[config.mk]
export PLATFORM = sky130hd
export DESIGN_NAME = cspcng_stream_ctrl
export DESIGN_NICKNAME = d
export VERILOG_FILES = /design/src/rtl/cspcng_stream_ctrl.sv
export SDC_FILE = /design/constraint.sdc
export NUM_CORES = 1
export LEC_CHECK = 0
export CAP_MARGIN = 20
export CORE_UTILIZATION = 49
export DETAILED_ROUTE_END_ITERATION = 10
export GPL_TIMING_DRIVEN = 0
export PLACE_DENSITY = 0.81
export SETUP_SLACK_MARGIN = 0.15
export SLEW_MARGIN = 10
export SYNTH_ARGS = -nofsm -noshare
export SYNTH_HDL_FRONTEND = slang
export SYNTH_SLANG_ARGS = --single-unit
[constraint.sdc]
create_clock -name clk -period 3.57 [get_ports clk]
set_input_delay 0.5355 -clock clk [delete_from_list [all_inputs] [get_ports clk]]
set_output_delay 0.5355 -clock clk [all_outputs]
set_load 0.005 [all_outputs]
[src/rtl/cspcng_stream_ctrl.sv]
// Sequencing controller for the CS-PCNG coupled chaotic-map datapath: seeds it,
// discards a warm-up run, then streams 32-bit keystream words under backpressure.
module cspcng_stream_ctrl #(
  parameter int unsigned WARMUP        = 16,
  parameter int unsigned WORDS_PER_KEY = 1024
) (
  input  logic         clk,
  input  logic         reset,
  input  logic [146:0] key_in,
  input  logic         key_valid,
  output logic         key_ready,
  input  logic         stop,
  output logic [31:0]  dout,
  output logic         dout_valid,
  input  logic         dout_ready,
  output logic         key_err,
  output logic         done,
  output logic [146:0] ds_key,
  output logic [31:0]  ds_xp0,
  output logic [31:0]  ds_xs0,
  output logic         ds_s,
  output logic         ds_en1,
  output logic         ds_reset,
  input  logic [31:0]  ds_xpn,
  input  logic [31:0]  ds_xsn
);

  localparam int unsigned KW = 147;
  localparam int unsigned DW = 32;
  localparam int unsigned CW = 32;

  typedef enum logic [2:0] {
    S_IDLE,
    S_SEED,
    S_WARM,
    S_RUN,
    S_DRAIN
  } state_t;

  state_t        r_state;
  logic [CW-1:0] r_warm;
  logic [CW-1:0] r_ldcnt;
  logic [CW-1:0] r_wcnt;
  logic [DW-1:0] r_hp;
  logic [DW-1:0] r_hs;
  logic [DW-1:0] r_dout;
  logic [KW-1:0] r_ds_key;
  logic          r_dout_valid;
  logic          r_key_ready;
  logic          r_key_err;
  logic          r_done;
  logic          r_ds_s;
  logic          r_ds_en1;
  logic          r_ds_reset;

  logic w_adv;
  logic w_accept;
  logic w_key_bad;

  assign w_adv     = !r_dout_valid || dout_ready;
  assign w_accept  = r_dout_valid && dout_ready;
  assign w_key_bad = (key_in[31:0] == '0) || (key_in[63:32] == '0);

  always_ff @(posedge clk or negedge reset) begin
    if (!reset) begin
      r_state      <= S_IDLE;
      r_warm       <= '0;
      r_ldcnt      <= '0;
      r_wcnt       <= '0;
      r_hp         <= '0;
      r_hs         <= '0;
      r_dout       <= '0;
      r_ds_key     <= '0;
      r_dout_valid <= 1'b0;
      r_key_ready  <= 1'b1;
      r_key_err    <= 1'b0;
      r_done       <= 1'b0;
      r_ds_s       <= 1'b0;
      r_ds_en1     <= 1'b0;
      r_ds_reset   <= 1'b1;
    end else begin
      r_key_err <= 1'b0;
      r_done    <= 1'b0;
      if (stop && (r_state != S_IDLE)) begin
        r_state      <= S_IDLE;
        r_dout_valid <= 1'b0;
        r_key_ready  <= 1'b1;
        r_ds_s       <= 1'b0;
        r_ds_en1     <= 1'b0;
        r_ds_reset   <= 1'b1;
      end else begin
        case (r_state)
          S_IDLE: begin
            if (key_valid) begin
              if (w_key_bad) begin
                r_key_err <= 1'b1;
              end else begin
                r_ds_key    <= key_in;
                r_hp        <= key_in[31:0];
                r_hs        <= key_in[63:32];
                r_key_ready <= 1'b0;
                r_ds_en1    <= 1'b1;
                r_ds_reset  <= 1'b0;
                r_ds_s      <= 1'b0;
                r_state     <= S_SEED;
              end
            end
          end
          S_SEED: begin
            r_ds_s  <= 1'b1;
            r_warm  <= CW'(WARMUP);
            r_state <= S_WARM;
          end
          S_WARM: begin
            r_hp   <= ds_xpn;
            r_hs   <= ds_xsn;
            r_warm <= r_warm - CW'(1);
            if (r_warm == CW'(1)) begin
              r_ldcnt <= '0;
              r_wcnt  <= '0;
              r_ds_s  <= 1'b0;
              r_state <= S_RUN;
            end
          end
          S_RUN: begin
            if (w_accept) r_wcnt <= r_wcnt + CW'(1);
            // Hold regs only follow the datapath when a new word is taken.
            if (w_adv) begin
              r_dout       <= ds_xpn ^ ds_xsn;
              r_dout_valid <= 1'b1;
              r_hp         <= ds_xpn;
              r_hs         <= ds_xsn;
              r_ldcnt      <= r_ldcnt + CW'(1);
              if (r_ldcnt + CW'(1) == CW'(WORDS_PER_KEY)) r_state <= S_DRAIN;
            end
          end
          S_DRAIN: begin
            if (w_accept && (r_wcnt + CW'(1) == CW'(WORDS_PER_KEY))) begin
              r_wcnt       <= r_wcnt + CW'(1);
              r_done       <= 1'b1;
              r_dout_valid <= 1'b0;
              r_key_ready  <= 1'b1;
              r_ds_en1     <= 1'b0;
              r_ds_reset   <= 1'b1;
              r_state      <= S_IDLE;
            end
          end
          default: r_state <= S_IDLE;
        endcase
      end
    end
  end

  // In RUN the advance/re-seed choice must track the same-cycle consumer handshake.
  assign ds_s       = (r_state == S_RUN) ? w_adv : r_ds_s;
  assign key_ready  = r_key_ready;
  assign dout       = r_dout;
  assign dout_valid = r_dout_valid;
  assign key_err    = r_key_err;
  assign done       = r_done;
  assign ds_key     = r_ds_key;
  assign ds_xp0     = r_hp;
  assign ds_xs0     = r_hs;
  assign ds_en1     = r_ds_en1;
  assign ds_reset   = r_ds_reset;

endmodule

==> results of run 1 <==
[sequential cells by signal, indices dropped and copies added (netlist names)]
signal and count:
done 1, dout 32, dout_valid 1, ds_en1 1
ds_key 147, ds_reset 1, ds_xp0 32, ds_xs0 32
key_err 1, r_ds_s 1, r_ldcnt 32, r_state 3
r_warm 32, r_wcnt 32
[power by group through the flow]
| stage | Clock (uW) | Combinational, uW | Sequential (uW) |
|---|---|---|---|
| after global routing | 4300 | 10800 | 6900 |
| after CTS | 4150 | 10000 | 6700 |
| after floorplan | 0 | 4740 | 6670 |
| after global placement | 0 | 9690 | 6660 |
| final | 4140 | 10100 | 6750 |
| after detailed placement | 0 | 9910 | 6720 |
[worst paths after layout]
check | endpoint | startpoint | slack [ns]
worst max register to register | r_state[0]$_DFFE_PN0P_ | r_ldcnt[17]$_DFFE_PN0P_ | 0.21
worst min register to register | dout[12]$_DFFE_PN0P_ | dout[12]$_DFFE_PN0P_ | 0.48
worst max-delay path | ds_xs0[24]$_DFFE_PN0P_ | key_in[13] | 0.20
worst min-delay path | dout[12]$_DFFE_PN0P_ | dout[12]$_DFFE_PN0P_ | 0.48
max in group asynchronous | ds_key[59]$_DFFE_PN0P_ | reset | 1.69
min in group asynchronous | r_wcnt[6]$_DFFE_PN0P_ | reset | 0.54
[through the flow]
step	total power [uW]	setup TNS [ns]	hold WS (ns)	setup slack (ns)
6_report	21000	0	0.481	0.203
5_1_grt	22000	0	0.491	0.0539
4_1_cts	20900	0	0.483	0.188
3_5_place_dp	16600	-18.94	0.469	-0.625
3_3_place_gp	16300	-4685.30	0.462	-13.49
2_1_floorplan	11400	0	0.240	0.777
[layout by cell type (no fill, tap or decap), types with 6 or more instances in the layout]
master and count:
a21oi_1 42, a31oi_1 20, and2_1 7, and3_1 13, and4_1 11, buf_2 17
buf_4 7, buf_6 17, clkbuf_1 77, clkbuf_16 40, clkbuf_2 6, clkdlybuf4s50_1 464
clkinv_2 11, dfrtp_1 346, diode_2 12, inv_1 13, mux2_1 109, mux2_2 42
mux2i_1 67, nand2_1 206, nand2b_1 10, nand3_1 60, nand4_1 36, nor2_1 87
nor2b_1 6, nor3_1 27, nor4_1 35, o21ai_0 169, o31ai_1 23, o41ai_1 12
or3_1 21, or4_1 10, xnor2_1 51, xor2_1 15
[kinds of logic after synthesis]
group           Yosys count  share of synthesized area, %
buf+inv                 130                          3.81
fa+ha+maj                 5                         0.360
mux                     218                          13.7
xor+xnor                 66                          3.33
simple gates            576                          17.0
compound gates          327                          11.6
flops                   348                          50.2
[final cells by class]
type / instances / area [um^2]
diodes: 12 / 30.0
plain buffers: 117 / 618
clock buffers: 55 / 1110
clock inverters: 18 / 208
fillers: 2562 / 10600
inverters: 13 / 48.8
multi-input cells: 1192 / 8060
flip-flops and latches: 348 / 8710
well taps: 455 / 569
repair buffers: 471 / 4770
[metal layers]
metal  vias up  routed length, um  track usage [%]
li1       7081                  -                -
met1      7900              25600             45.9
met2       702              31100             56.9
met3       172               6030             9.96
met4         4               2850             14.7
met5         -                 26                0
[timing repair]
action,in CTS,in global routing
buffers inserted,0,2
setup endpoints to repair,25,64
resized for setup,4,19
endpoints found under the hold margin,75,0
pin swaps,0,1
hold buffers,1,0
[tightest hold or removal path, delay by kind of cell (launching register included)]
family / cells / cell delay, ns
AO/OA/AOI/OAI: 1 / 0.06
AND/OR/NAND/NOR: 1 / 0.04
flip-flops: 1 / 0.34
==> results.toml, run 1 <==
[min_path]
min-delay-path-class = "reg -> reg"
hold_depth = 2

[final_layout]
finalNonFillerCells = 2681
stdcell_area_um2 = 24100
final_net_count = 2404
layout-drive-gt1-share_pct = 9.26
fin_util_pct = 69.5
syn_to_final_growth_pct = 39.0

[grt]
grt_pass1_wl_mm = 97.1
grt_max_degree = 99
antenna_found_initial = 17
first_global_vias = 15736
grt.overflow.total = 0
track_usage_pct = 35.7

[synthesis]
synth-seq-cells = 348
synth_top_area_share_pct = 50.0
synth_top_area_cell = "dfrtp_1"
ys_top_cells_by_area = "dfrtp_1 50%, mux2_1 7.1%, o21ai_0 4.9%"
synthCells = 1670
synth_commonest_cells = "347 x dfrtp_1, 206 x nand2_1, 169 x o21ai_0"
ys_warn_count = 0
synth_seq_area_share_pct = 50.2
yosysUniqueCellTypes = 83
synth_edf_count = 0
yosys.cell_count.top_type = "dfrtp_1"
synth_area_um2 = 17400
synth_area_per_cell_um2 = 10.4
synth_nets = 1891
postSynth.asyncResetShare_pct = 100
synth_flop_cell = "dfrtp_1"

[clock_tree]
clk_pin_slew_ns = 0.06
clock-sinks = 348
htree_levels = 2
tritoncts = "done"
clock-root-buffer = "clkbuf_16"
insertion_delay_ns = 0.59
clockBufferDepth = 3
cts_made_buffers = 40

[routing]
vias_per_cell = 5.92
num_vias = 15859
wire_per_inst_um = 24.5
drtIter0Drc = 1254
route.detailed.drc = 0
firstDrtPassIters = 5
wirelength_mm = 65.7
ant_nets = 0

[sta]
min_period_over_period_pct = 94.3
slew_headroom_pct = 34.2
timing.fmax_mhz = 297
rsz0062_at_grt = "true"
final_max_slew_viol_count = 0
tightest_slew_ns = 0.987
hold_viol = 0
finalSetupViolCount = 0
final.setup_skew_ns = 0.0463
min_period_ns = 3.37

[setup_path]
worst_setup_path_end_kind = "flip-flop"
crit_buf_inv = 3
crit_chain = "clkdlybuf4s50_1, nor4_1, nand4_1, o22ai_2, nor4_1, a21oi_1, or2_2, clkbuf_1, clkbuf_1, nand2_1, o21ai_0"
cp_max_fo = 10
crit_path_top_delay_cell = "clkbuf_1"
r2r_cells = 8
arrival_ns = 3.84
max_stage_delay_ns = 0.64
cp_top_family = "buffers and inverters"
crit_type = "in -> reg"
critPathRequiredTime_ns = 4.04
cp-start-kind = "input port"
path_depth = 11

[pwr]
pwr-share-clk_pct = 19.7
peakVddDrop_mv = 0.590
p_sw_uw = 7890
cellLeakagePower_uw = 0.0100
power_density_nw_per_um2 = 871
pwr-share-seq_pct = 32.1
intPower_uw = 13100
pwr-share-comb_pct = 48.2
swShare_pct = 37.6

[place]
dp_hpwl_mm = 49.3
portBuffers = 465
dp.cells = 2593
place_area_um2 = 22700
place_congestion = 0.910

[floorplan]
rows = 68
initial_core_util_pct = 50.0
dieArea_um2 = 36200
chipWidth_um = 190
die_y_um = 190
core-area_um2 = 34700
io_pins = 466

[status]
status = "complete, no violations"

[run]
maxCapViolCount = 0
Power figures use the tool's default switching activity.
==> inputs of run 2 (changes only) <==
==> constraint.sdc (replaced) <==
create_clock -name clk -period 3.57 [get_ports clk]
set_input_delay 0.357 -clock clk [delete_from_list [all_inputs] [get_ports clk]]
set_output_delay 0.357 -clock clk [all_outputs]
set_load 0.005 [all_outputs]
==> results.toml, run 2 (synthesized netlist as in run 1, its figures left out) <==
[status]
status = "complete, no violations"

[place]
place_congestion = 0.910
portBuffers = 465
dp_slack_ns = -0.446
dp_hpwl_mm = 49.3
dp.cells = 2593

[floorplan]
rows = 68
chipWidth_um = 190
initial_core_util_pct = 50.0
dieArea_um2 = 36200
core-area_um2 = 34700
io_pins = 466
die_y_um = 190

[grt]
first_global_vias = 15743
grt_pass1_wl_mm = 97.1
grt.overflow.total = 0
grt_max_degree = 99
track_usage_pct = 35.7
antenna_found_initial = 17

[setup_path]
reg2reg_slack_ns = 0.23
crit_type = "reg -> reg"
r2r_cells = 10
critPathRequiredTime_ns = 3.99
cp-start-kind = "flip-flop"
arrival_ns = 3.76
r2r_end = "ds_key[112]$_DFFE_PN0P_"
r2r-start = "r_warm[1]$_DFFE_PN0P_"
cp-startpoint = "r_warm[1]$_DFFE_PN0P_"
worst_setup_path_end_kind = "flip-flop"
endpoint = "ds_key[112]$_DFFE_PN0P_"
cp_max_fo = 10

[final_layout]
nFillCells = 2564
final_common_cell = "clkdlybuf4s50_1"
largest_reg_flops = 147
layout-drive-gt1-share_pct = 9.12
syn_to_final_growth_pct = 38.9
most-common-layout-cells = "464 x clkdlybuf4s50_1, 346 x dfrtp_1, 206 x nand2_1, 169 x o21ai_0, 109 x mux2_1"
finalNonFillerCells = 2681
final_net_count = 2404

[pwr]
pwr-share-comb_pct = 48.2
peakVddDrop_mv = 0.590
pwr-share-clk_pct = 19.7
swShare_pct = 37.6
p_sw_uw = 7890
power_density_nw_per_um2 = 871
intPower_uw = 13100
pwr-share-seq_pct = 32.2
cellLeakagePower_uw = 0.0100

[clock_tree]
tritoncts = "done"
clock-sinks = 348
clock-root-buffer = "clkbuf_16"
htree_levels = 2
insertion_delay_ns = 0.59
clockBufferDepth = 3
clk_pin_slew_ns = 0.06
cts_made_buffers = 40

[sta]
rsz0062_at_grt = "true"
timing.fmax_mhz = 300
slew_headroom_pct = 35.4
finalSetupTns_ns = 0
setup_ws_ns = 0.234
tightest_slew_ns = 0.969
min_period_over_period_pct = 93.4
final.setup_skew_ns = 0.0437
final_max_slew_viol_count = 0
min_period_ns = 3.34
hold_viol = 0
finalSetupViolCount = 0

[routing]
num_vias = 15885
drtIter0Drc = 1196
ant_nets = 0
firstDrtPassIters = 5
vias_per_cell = 5.93
wire_per_inst_um = 24.5
wirelength_mm = 65.6
route.detailed.drc = 0

[run]
maxCapViolCount = 0

[min_path]
min-delay-path-class = "in -> async"
-- run 2: cell counts in the layout (fill, tap and decap cells not counted) --
No cell type changed its count.
-- run 2: how the worst min path moves through the flow --
stage / depth (start not counted) / start / endpoint
final: 2 / reset / r_wcnt[6]$_DFFE_PN0P_
after global placement: 2 / dout[12]$_DFFE_PN0P_ / dout[12]$_DFFE_PN0P_
after floorplan: 0 / reset / done$_DFF_PN0_
after CTS: 2 / reset / ds_key[2]$_DFFE_PN0P_
after global routing: 2 / key_in[139] / ds_key[139]$_DFFE_PN0P_
after detailed placement: 1 / reset / r_wcnt[6]$_DFFE_PN0P_
-- run 2: routing by layer --
metal / vias up / global-route usage, % / part of all wire, %
met2: 659 / 56.8 / 48
li1: 7096 / - / -
met5: - / 0 / 0.040
met1: 7956 / 45.8 / 39
met3: 170 / 9.98 / 8.8
met4: 4 / 15.0 / 4.1
-- run 2: layout make-up --
type                    count  area (um^2)  area share, %
inverters                  13         48.8          0.202
multi-input cells        1192         8050           33.4
well taps                 455          569           2.36
clock inverters            18          208          0.862
clock buffers              55         1110           4.59
flip-flops and latches    348         8710           36.1
diodes                     12         30.0          0.125
plain buffers             117          616           2.55
repair buffers            471         4770           19.8
-- run 2: timing repair --
| item | CTS | global route |
|---|---|---|
| pin swaps | 0 | 1 |
| buffers inserted | 0 | 2 |
| setup endpoints to repair | 9 | 52 |
| gates resized for setup | 3 | 16 |
| hold buffers | 1 | 0 |
| hold endpoints to repair | 75 | 0 |
-- run 2: power groups by stage --
stage          Sequential [uW]  Clock (uW)  Combinational [uW]
5_1_grt                   6900        4300               10800
3_3_place_gp              6660           0                9690
3_5_place_dp              6720           0                9910
6_report                  6750        4120               10100
4_1_cts                   6700        4150               10000
2_1_floorplan             6670           0                4740
-- run 2: critical path: stages (launching register included) --
cell	delay, ns
dfrtp_1	0.41
inv_1	0.11
ha_1	0.16
or3b_2	0.45
or3_1	0.40
o31a_1	0.28
a21bo_2	0.27
nor2_4	0.24
buf_6	0.27
buf_6	0.21
mux2_1	0.35
-- run 2: metrics by stage --
stage	total power (uW)	instance area, um^2	hold WS [ns]	utilization [%]
global placement	16300	22600	0.462	65.0
global route	22000	24100	0.394	69.4
CTS	20900	24000	0.384	69.2
floorplan	11400	17400	0.0614	-
detailed placement	16600	22700	0.372	65.3
finish	21000	24100	0.353	69.4
